## src/rtl/clock_display_scan_if.sv

```systemverilog
// clock_display_scan_if: time/alarm inputs and scanned display outputs of the alarm-clock display
// Sel/Field/Mode24 pick source, blink field and hour format; CT/ST/Sec carry packed time words;
// seg/an drive the multiplexed digits; days/AM/PM/DBlink drive the indicator lamps.
interface clock_display_scan_if #(parameter int DIGITS = 4);
    logic [1:0] Sel;
    logic [1:0] Field;
    logic Mode24;
    logic [14:0] CT;
    logic [15:0] ST;
    logic [6:0] Sec;
    logic [6:0] seg;
    logic [DIGITS-1:0] an;
    logic [6:0] days;
    logic AM;
    logic PM;
    logic DBlink;
    modport master (
        output Sel, Field, Mode24, CT, ST, Sec,
        input seg, an, days, AM, PM, DBlink
    );
    modport slave (
        input Sel, Field, Mode24, CT, ST, Sec,
        output seg, an, days, AM, PM, DBlink
    );
endinterface

```

## src/rtl/clock_display_scan.sv

```systemverilog
// clock_display_scan: frame-coherent scanned seven-segment display controller for the alarm clock
// Clk/Clr: clock and synchronous active-high reset.
// bus (slave): Sel/Field/Mode24/CT/ST/Sec in; seg/an/days/AM/PM/DBlink out, all registered.
module clock_display_scan #(
    parameter int DIGITS = 4,
    parameter int SCAN_DIV = 250,
    parameter int BLINK_DIV = 500
) (
    input logic Clk,
    input logic Clr,
    clock_display_scan_if.slave bus
);
    localparam int PW = $clog2(SCAN_DIV);
    localparam int BW = BLINK_DIV > 1 ? $clog2(BLINK_DIV) : 1;
    localparam int QW = $clog2(DIGITS);
    localparam logic [QW-1:0] HP = QW'(DIGITS - 2);
    localparam logic [QW-1:0] LAST = QW'(DIGITS - 1);
    localparam logic [6:0] DASH = 7'h01;
    localparam logic [6:0] LET_O = 7'h7E;
    localparam logic [6:0] LET_F = 7'h47;

    function automatic logic [6:0] enc(input logic [3:0] d);
        case (d)
            4'd0: enc = 7'h7E;
            4'd1: enc = 7'h30;
            4'd2: enc = 7'h6D;
            4'd3: enc = 7'h79;
            4'd4: enc = 7'h33;
            4'd5: enc = 7'h5B;
            4'd6: enc = 7'h5F;
            4'd7: enc = 7'h70;
            4'd8: enc = 7'h7F;
            4'd9: enc = 7'h7B;
            default: enc = DASH;
        endcase
    endfunction

    logic [PW-1:0] pre;
    logic [QW-1:0] nxt;
    logic [QW-1:0] p;
    logic run;
    logic [BW-1:0] bc;
    logic blank_ph;
    logic [15:0] s_src;
    logic [6:0] s_sec;
    logic [1:0] s_sel;
    logic [1:0] s_field;
    logic s_m24;

    logic tick;
    logic frame;
    logic restart;
    logic blink_end;
    logic [2:0] day;
    logic [4:0] hr;
    logic [4:0] hd;
    logic [1:0] h_t;
    logic [3:0] h_o;
    logic hr_bad;
    logic min_bad;
    logic sec_bad;
    logic off_view;
    logic is_min;
    logic is_hr;
    logic dim;
    logic [6:0] min_seg;
    logic [6:0] sec_seg;
    logic [6:0] hr_seg;
    logic [6:0] seg_n;
    logic [6:0] days_n;
    logic am_n;
    logic pm_n;

    assign tick = pre == PW'(SCAN_DIV - 1);
    // nxt is the position the coming tick will select, so the first tick after reset shows p=0
    assign frame = tick & (nxt == '0);
    assign restart = frame & ({bus.Sel, bus.Field} != {s_sel, s_field});
    assign blink_end = bc == BW'(BLINK_DIV - 1);

    always_comb begin
        day = s_src[14:12];
        hr = s_src[11:7];
        hr_bad = hr > 5'd23;
        min_bad = s_src[3:0] > 4'd9 || s_src[6:4] > 3'd5;
        sec_bad = s_sec[3:0] > 4'd9 || s_sec[6:4] > 3'd5;
        off_view = s_sel[0] & ~s_src[15];
        hd = s_m24 ? hr : hr == 5'd0 ? 5'd12 : hr > 5'd12 ? hr - 5'd12 : hr;
        h_t = hd >= 5'd20 ? 2'd2 : hd >= 5'd10 ? 2'd1 : 2'd0;
        h_o = hd >= 5'd20 ? 4'(hd - 5'd20) : hd >= 5'd10 ? 4'(hd - 5'd10) : hd[3:0];
        is_min = p < QW'(2);
        is_hr = p >= HP;
        dim = s_sel[1] & blank_ph & ((is_min & s_field == 2'b01) | (is_hr & s_field == 2'b10));
        min_seg = min_bad ? DASH : enc(p[0] ? {1'b0, s_src[6:4]} : s_src[3:0]);
        sec_seg = sec_bad ? DASH : enc(p[0] ? {1'b0, s_sec[6:4]} : s_sec[3:0]);
        // hour tens is blanked in 12 h form when it would be a leading zero
        hr_seg = off_view ? (p == HP ? LET_F : LET_O)
               : hr_bad ? DASH
               : p == HP ? enc(h_o)
               : (!s_m24 && h_t == 2'd0) ? 7'h00 : enc({2'b00, h_t});
        seg_n = dim ? 7'h00 : is_min ? min_seg : is_hr ? hr_seg : sec_seg;
        days_n = (day == 3'd7 || (s_sel[1] & s_field == 2'b11 & blank_ph)) ? 7'd0 : 7'd1 << day;
        am_n = ~s_m24 & ~off_view & ~hr_bad & (hr < 5'd12);
        pm_n = ~s_m24 & ~off_view & ~hr_bad & (hr >= 5'd12);
    end

    always_ff @(posedge Clk) begin
        if (Clr) begin
            pre <= '0;
            nxt <= '0;
            p <= '0;
            run <= 1'b0;
            bc <= '0;
            blank_ph <= 1'b0;
            s_src <= '0;
            s_sec <= '0;
            s_sel <= '0;
            s_field <= '0;
            s_m24 <= 1'b0;
            bus.seg <= '0;
            bus.an <= '1;
            bus.days <= '0;
            bus.AM <= 1'b0;
            bus.PM <= 1'b0;
            bus.DBlink <= 1'b0;
        end else begin
            pre <= tick ? '0 : pre + 1'b1;
            if (tick) begin
                p <= nxt;
                nxt <= nxt == LAST ? '0 : nxt + 1'b1;
                run <= 1'b1;
                bc <= (restart || blink_end) ? '0 : bc + 1'b1;
                blank_ph <= restart ? 1'b0 : blank_ph ^ blink_end;
            end
            if (frame) begin
                s_src <= bus.Sel[0] ? bus.ST : {1'b1, bus.CT};
                s_sec <= bus.Sec;
                s_sel <= bus.Sel;
                s_field <= bus.Field;
                s_m24 <= bus.Mode24;
            end
            // outputs stay dark until the first tick has selected a digit
            bus.seg <= run ? seg_n : '0;
            bus.an <= run ? ~(DIGITS'(1) << p) : '1;
            bus.days <= run ? days_n : '0;
            bus.AM <= run & am_n;
            bus.PM <= run & pm_n;
            bus.DBlink <= run & s_sel[1] & (s_field == 2'b11);
        end
    end
endmodule

```

## src/flat_wrapper.sv

```systemverilog
// flat-port wrapper written by rule: the top's interface ports become plain ports
module clock_display_scan_flat 
#(
    parameter int DIGITS = 4,
    parameter int SCAN_DIV = 250,
    parameter int BLINK_DIV = 500
)
  (Clk, Clr, bus_Sel, bus_Field, bus_Mode24, bus_CT, bus_ST, bus_Sec, bus_seg, bus_an, bus_days, bus_AM, bus_PM, bus_DBlink);
  clock_display_scan_if #(.DIGITS(DIGITS)) bus_i ();
  input logic Clk;
  input logic Clr;
  input wire logic [$bits(bus_i.Sel)-1:0] bus_Sel;
  input wire logic [$bits(bus_i.Field)-1:0] bus_Field;
  input wire logic [$bits(bus_i.Mode24)-1:0] bus_Mode24;
  input wire logic [$bits(bus_i.CT)-1:0] bus_CT;
  input wire logic [$bits(bus_i.ST)-1:0] bus_ST;
  input wire logic [$bits(bus_i.Sec)-1:0] bus_Sec;
  output wire logic [$bits(bus_i.seg)-1:0] bus_seg;
  output wire logic [$bits(bus_i.an)-1:0] bus_an;
  output wire logic [$bits(bus_i.days)-1:0] bus_days;
  output wire logic [$bits(bus_i.AM)-1:0] bus_AM;
  output wire logic [$bits(bus_i.PM)-1:0] bus_PM;
  output wire logic [$bits(bus_i.DBlink)-1:0] bus_DBlink;
  assign bus_i.Sel = bus_Sel;
  assign bus_i.Field = bus_Field;
  assign bus_i.Mode24 = bus_Mode24;
  assign bus_i.CT = bus_CT;
  assign bus_i.ST = bus_ST;
  assign bus_i.Sec = bus_Sec;
  assign bus_seg = bus_i.seg;
  assign bus_an = bus_i.an;
  assign bus_days = bus_i.days;
  assign bus_AM = bus_i.AM;
  assign bus_PM = bus_i.PM;
  assign bus_DBlink = bus_i.DBlink;
  clock_display_scan #(.DIGITS(DIGITS), .SCAN_DIV(SCAN_DIV), .BLINK_DIV(BLINK_DIV)) u_core (.Clk(Clk), .Clr(Clr), .bus(bus_i));
endmodule
```

## config.mk

```make
export PLATFORM = sky130hd
export DESIGN_NAME = clock_display_scan_flat
export DESIGN_NICKNAME = d
export VERILOG_FILES = /design/src/rtl/clock_display_scan_if.sv /design/src/rtl/clock_display_scan.sv /design/src/flat_wrapper.sv
export SDC_FILE = /design/constraint.sdc
export NUM_CORES = 1
export LEC_CHECK = 0
export CORE_UTILIZATION = 47
export CTS_CLUSTER_DIAMETER = 60
export DETAILED_ROUTE_END_ITERATION = 6
export PLACE_DENSITY = 0.85
export SYNTH_ARGS = -nofsm -noshare
export SYNTH_HDL_FRONTEND = slang
export SYNTH_SLANG_ARGS = --single-unit
```

## constraint.sdc

```tcl
create_clock -name Clk -period 3.45 [get_ports Clk]
set_input_delay 0.5175 -clock Clk [delete_from_list [all_inputs] [get_ports Clk]]
set_output_delay 0.5175 -clock Clk [all_outputs]
set_load 0.005 [all_outputs]
```

# Yosys cells after proc, flatten, opt, wreduce, memory -nomap -nowiden
# Memory sizes are Yosys's and may differ from the RTL's.
# Cells that the tools add are included.
dict set report classes {
  n_addsub 6
  n_lt_le_gt_ge 12
  n_eq_ne 12
  shift 2
  mux 23
  bitwise_logic 25
  n_reduce_logical 13
}
# op count
set op_table {}
lappend op_table {{2-to-1 mux 7 bit} 8}
lappend op_table {{case mux 7 bit (4 select lines)} 1}
lappend op_table {{bitwise AND 1 bit} 17}
lappend op_table {{2-to-1 mux 16 bit} 1}
lappend op_table {{2-to-1 mux 4 bit} 4}
lappend op_table {{2-to-1 mux 5 bit} 3}
lappend op_table {{equality test 2 bit, second input constant} 6}
lappend op_table {{greater-or-equal comparator 5 x 4 -> 1 bit, second input constant} 2}
lappend op_table {{adder 9 x 1 -> 9 bit, second input constant} 1}
lappend op_table {{equality test 9 bit, second input constant} 1}
lappend op_table {{2-to-1 mux 9 bit} 1}
lappend op_table {{adder 8 x 1 -> 8 bit, second input constant} 1}
lappend op_table {{equality test 8 bit, second input constant} 1}
lappend op_table {{greater-than comparator 4 bit, second input constant} 2}
lappend op_table {{left shift 1 x 3 -> 7 bit, first input constant} 1}
lappend op_table {{greater-than comparator 3 bit, second input constant} 2}
lappend op_table {{2-to-1 mux 6 bit} 1}
lappend op_table {{OR reduction 3 bit} 2}
lappend op_table {{greater-or-equal comparator 5 bit, second input constant} 1}
lappend op_table {{greater-than comparator 5 x 4 -> 1 bit, second input constant} 1}
lappend op_table {{greater-than comparator 5 bit, second input constant} 1}
lappend op_table {{zero test 5 bit} 1}
lappend op_table {{< comparator 5 x 4 -> 1 bit, second input constant} 1}
lappend op_table {{inverter 1 bit} 5}
lappend op_table {{20 further kinds} 28}
dict set report totals {
  ff_bits 72
  mem_bits_ro 336
  elab_cells 113
  memories 3
}
# name words word_bits read_ports rd_ports_with_merged_regs write_ports line_no
set mem_list {}
lappend mem_list {{(name not given)} 16 7 1 0 0 clock_display_scan.sv:23} ;# case (d)
lappend mem_list {{(name not given)} 16 7 1 0 0 clock_display_scan.sv:23}
lappend mem_list {{(name not given)} 16 7 1 0 0 clock_display_scan.sv:23}

# Longest topological paths before layout
dict set report logic_depth {
  word_depth 15
  ltp_mapped 16
}

# Least setup slack after synthesis
# Ideal clock, no wire load.
dict set report synth_path {
  kind {register to register}
  startpoint {register u_core.s_src[9]}
  endpoint {register u_core.bus.seg[1]}
  setup_ps 122
  arrival_time_ps 3362
  t_required_ps 3328
  setup_slack_ps -33
  path_stages_with_launch 17
  path_buffers 1
  period_less_slack_ps 3483
  cell_sequence {dfxtp_1 clkbuf_2 inv_1 ha_1 or4b_4 a21oi_2 a31oi_2 ha_1 and3_1 or4_1 o311a_2 nor2_1 inv_2 ha_1 mux2i_1 mux2i_1 o311a_1}
}
dict set report synth_via {
  elab_chain_len 15
}
# item line_no
set synth_lines {}
lappend synth_lines {{start: declaration} clock_display_scan.sv:44} ;# logic [15:0] s_src;
lappend synth_lines {{start signal: assignment} clock_display_scan.sv:135} ;# s_src <= bus.Sel[0] ? bus.ST : {1'b1, bus.CT};
lappend synth_lines {{subtractor 5 x 4 -> 5 bit or greater-than comparator 5 x 4 -> 1 bit (tied branches)} clock_display_scan.sv:87} ;# hd = s_m24 ? hr : hr == 5'd0 ? 5'd12 : hr > 5'd12 ? hr - 5'd12 : hr;
lappend synth_lines {{2-to-1 mux 5 bit (3 in a row)} clock_display_scan.sv:87}
lappend synth_lines {{greater-or-equal comparator 5 x 4 -> 1 bit} {clock_display_scan.sv:88, clock_display_scan.sv:89}}
lappend synth_lines {{2-to-1 mux 1 bit} clock_display_scan.sv:88} ;# h_t = hd >= 5'd20 ? 2'd2 : hd >= 5'd10 ? 2'd1 : 2'd0;
lappend synth_lines {{2-to-1 mux 2 bit} clock_display_scan.sv:88}
lappend synth_lines {{equality test 2 bit (tied with other cells)} clock_display_scan.sv:23}
lappend synth_lines {{case mux 7 bit (4 select lines) or logical AND 1 bit (tied branches)} {clock_display_scan.sv:23, clock_display_scan.sv:99}}
lappend synth_lines {{2-to-1 mux 7 bit} clock_display_scan.sv:99} ;# : (!s_m24 && h_t == 2'd0) ? 7'h00 : enc({2'b00, h_t});
lappend synth_lines {{2-to-1 mux 7 bit} clock_display_scan.sv:98} ;# : p == HP ? enc(h_o)
lappend synth_lines {{2-to-1 mux 7 bit *} clock_display_scan.sv:97} ;# : hr_bad ? DASH
lappend synth_lines {{2-to-1 mux 7 bit *} clock_display_scan.sv:96} ;# hr_seg = off_view ? (p == HP ? LET_F : LET_O)
lappend synth_lines {{2-to-1 mux 7 bit * (2 in a row)} clock_display_scan.sv:100} ;# seg_n = dim ? 7'h00 : is_min ? min_seg : is_hr ? hr_seg : sec_seg;
lappend synth_lines {{end signal: assignment} clock_display_scan.sv:142} ;# bus.seg <= run ? seg_n : '0;
lappend synth_lines {{end: declaration} clock_display_scan_if.sv:23} ;# output seg, an, days, AM, PM, DBlink
# Mark *: on every way between the ends. The rest lies on a longest branch, timed or not. The select of a mux whose other input is x is not followed.
# A chain may end at the register's enable or synchronous reset.

# Final worst setup path
dict set report layout_path {
  startpoint {register u_core.s_src[10]}
  endpoint {register u_core.bus.seg[1]}
}
# Same word-level chain as after synthesis.

==> impl_metrics.tcl <==
set metrics [dict create \
    cp.arrival_ns 3.56 \
    clockBufferDepth 2 \
    synth-edff-count 0 \
    grt_start_max_net_pins 37 \
    antenna_found_initial 0 \
    ir_worst_vdd_mv 0.321 \
    cp_max_fo 4 \
    synth.distinct_cells 62 \
    grt_pass1_vias 3052 \
    synth_cells 427 \
    switchingPower_mw 0.341 \
    hold_start "u_core.pre[0]" \
    grt_use_total_pct 22.5 \
    grt_pass1_wl_um 13700 \
    synth_area_per_cell_sq_um 8.43 \
    num-fill-cells 591 \
    status "completed" \
    drv_slew 0 \
    critPathRequiredTime_ns 3.68 \
    worst_setup_path_start_kind "register" \
    syn_area_sq_um 3600 \
    cts_sinks 65 \
    yosysSeqAreaShare_pct 36.1 \
    antenna_cells 0 \
    critical_path.endpoint_type "register" \
    worst_r2r_path_depth 15 \
    routedWlPerCell_um 13.9 \
    drive_gt1_share_pct 12.7 \
    start_util_pct 49.1 \
    viasPerCell 5.47 \
    synth_most_common_cell "dfxtp_1" \
    synthTopCellsByCount "dfxtp_1 (65), nor2_1 (58), nand2_1 (51), mux2i_1 (23), a21oi_1 (21)" \
    min_path_cells 1 \
    hpwlAfterDp_um 5970 \
    hp-class "reg -> reg" \
    clkTransAtPathRegs_ns 0.08 \
    die_width_um 89.5 \
    routed_wl_um 8180 \
    async_flop_share_pct 0 \
    r2r-start "u_core.s_src[10]" \
    clock.fmax_mhz 300 \
    syn_to_final_growth_pct 26.2 \
    max-cap-violations 0 \
    syn_nets 492 \
    root_buffer "clkbuf_8" \
    yosys.area.top_type_share_pct 36.1 \
    power_frac_clock_pct 43.8 \
    fin_crit_sh_pct 96.5 \
    yosys.area.top_type "dfxtp_1" \
    critical-path-slowest-cell "or4b_4" \
    ys_warn_count 0 \
    power_mw 1.48 \
    critical_path.cell_chain "inv_2 > ha_1 > or4b_4 > a21oi_4 > a31oi_2 > ha_2 > and3_4 > or4_4 > o311a_4 > nor2_4 > inv_2 > ha_2 > mux2i_1 > mux2i_1 > o311a_1" \
    ant_nets 0 \
    relSlewSlack_pct 50.6 \
    synthTopCellsByArea "dfxtp_1 (36%), ha_1 (7.0%), mux2i_1 (6.4%)" \
    p_seq_share_pct 50.9 \
    die_h_um 89.5 \
    core.rowCount 31 \
    clk_latency_ns 0.35 \
    vias 3220 \
    worst_pin_slew_ns 0.721 \
    drc 0 \
    place.gp.congestion 0.903 \
    switching_share_pct 23.0 \
    num_io_pins 66 \
    globalRouteOverflowTotal 0 \
    core-area_sq_um 7330 \
    fin_worst_skew_ns 0.00866 \
    cts_hold_buf 0 \
    crit_type "reg -> reg" \
    crit_path_start "u_core.s_src[10]" \
    combPwrFrac_pct 5.3 \
    drt_iter0_drc 198 \
    p_per_area_nw_per_um2 327 \
    place_ws_ns -0.0358 \
    numCtsBuffers 9 \
    htreeDepth 3 \
    power.internal_mw 1.14 \
    io_buffer_count 58 \
    fin_crit_ns 3.33 \
    die-area_sq_um 8010 \
    setup-violations-final 0 \
    fin_ws_ns 0.121 \
    nets 550 \
    synth_flop_cell "dfxtp_1" \
    crit_path_max_incr_delay_ns 0.49 \
    cts_tree "yes" \
    finalHoldViolations 0 \
    rsz0062_at_grt "no" \
    synth_seq_cells 65 \
    dr.pass1.iters 4 \
    p_leak_nw 1.73 \
]
-- metal layers --
layer	track usage, %	up-vias	wire length, um
met5	0	-	0
met4	7.36	0	106
met3	6.74	10	337
met2	41.2	80	4300
met1	24.9	1516	3440
li1	-	1614	-
-- per-stage QoR --
step                      util (%)  instances  setup TNS, ns  instance area [sq um]  hold WS [ns]
after global placement        58.4        572              0                   4280         0.445
after floorplan                  -        427              0                   3600         0.433
final                         62.0        589              0                   4540         0.473
after CTS                     61.2        588              0                   4490         0.478
after global routing          62.0        589              0                   4540         0.493
after detailed placement      58.4        572        -0.0358                   4280         0.459
-- state kept, by name (all words and copies together) (netlist names) --
signal and flops:
u_core.pre 8, u_core.blank_ph 1, u_core.s_m24 1, u_core.bc 9, u_core.s_field 2, u_core.s_sel 2, u_core.bus.seg 7, u_core.s_src 16
u_core.bus.AM 1, u_core.bus.DBlink 1, u_core.bus.PM 1, u_core.p 2, u_core.bus.an 4, u_core.bus.days 7, u_core.nxt 2, u_core.run 1
-- worst paths after layout --
check	slack, ns	end
worst max-delay path	0.12	u_core.bus.seg[1]
worst min-delay path	0.47	u_core.pre[0]
worst min register to register	0.47	u_core.pre[0]
worst max register to register	0.12	u_core.bus.seg[1]
-- cell type report --
class	count	area, sq um	share of cell area, %
Sequential cell	65	1310	28.8
Tap cell	99	124	2.73
Multi-Input combinational cell	323	2170	47.8
Inverter	14	52.6	1.16
Clock buffer	9	124	2.73
Timing Repair Buffer	72	686	15.1
Clock inverter	7	77.6	1.71
-- worst max-delay path, delay by kind of cell (launching register included) --
| family | cells | cell delay, ns |
|---|---|---|
| AND/OR/NAND/NOR | 4 | 1.31 |
| AO/OA/AOI/OAI | 4 | 0.65 |
| adder cells (fa/ha/maj) | 3 | 0.53 |
| flip-flops | 1 | 0.36 |
| multiplexers | 2 | 0.22 |
| buffers and inverters | 2 | 0.14 |
-- placed cells by master (no fill, tap or decap), types with 2 or more instances in the layout --
master           count
and3_1               3
o211ai_2             2
nor2_1              57
nor2b_1              4
o21ai_0             11
a21oi_1             21
dfxtp_1             63
nand3_1             12
o211ai_1             2
inv_2                3
clkdlybuf4s50_1     58
or3_1                2
buf_4               14
a41oi_1              2
nor3_1              11
nand2_1             51
nand2b_1            10
nand4_1              6
a211oi_1            18
a21o_1               2
xnor2_1              9
xor2_1               8
inv_6                2
clkinv_4             2
mux2i_1             23
a21oi_2              2
ha_1                18
a31oi_1              6
o21a_1               4
ha_2                 2
inv_1               11
o311a_1              2
clkbuf_8             9
-- power by group through the flow --
stage / registers, mW / clock network, mW / logic [mW]
floorplan: 0.773 / 0 / 0.0301
global placement: 0.773 / 0 / 0.0774
detailed placement: 0.773 / 0 / 0.0784
CTS: 0.756 / 0.668 / 0.0792
global route: 0.755 / 0.709 / 0.0856
finish: 0.755 / 0.650 / 0.0788
-- cells by family after synthesis --
group,synth area share [%]
and+or+nand+nor,22.5
AOI/OAI and AO/OA,18.7
DFF,36.1
buffers and inverters,4.83
muxes,6.71
adders and majority gates,6.95
xor gates and xnor gates,4.14
-- what timing repair did --
action | CTS | global route
endpoints found under the setup margin | 2 | 4
setup buffers | 0 | 1
cloned | 0 | 0
gates resized for setup | 2 | 12
pin swaps | 2 | 2
(Power assumes the default switching activity.)
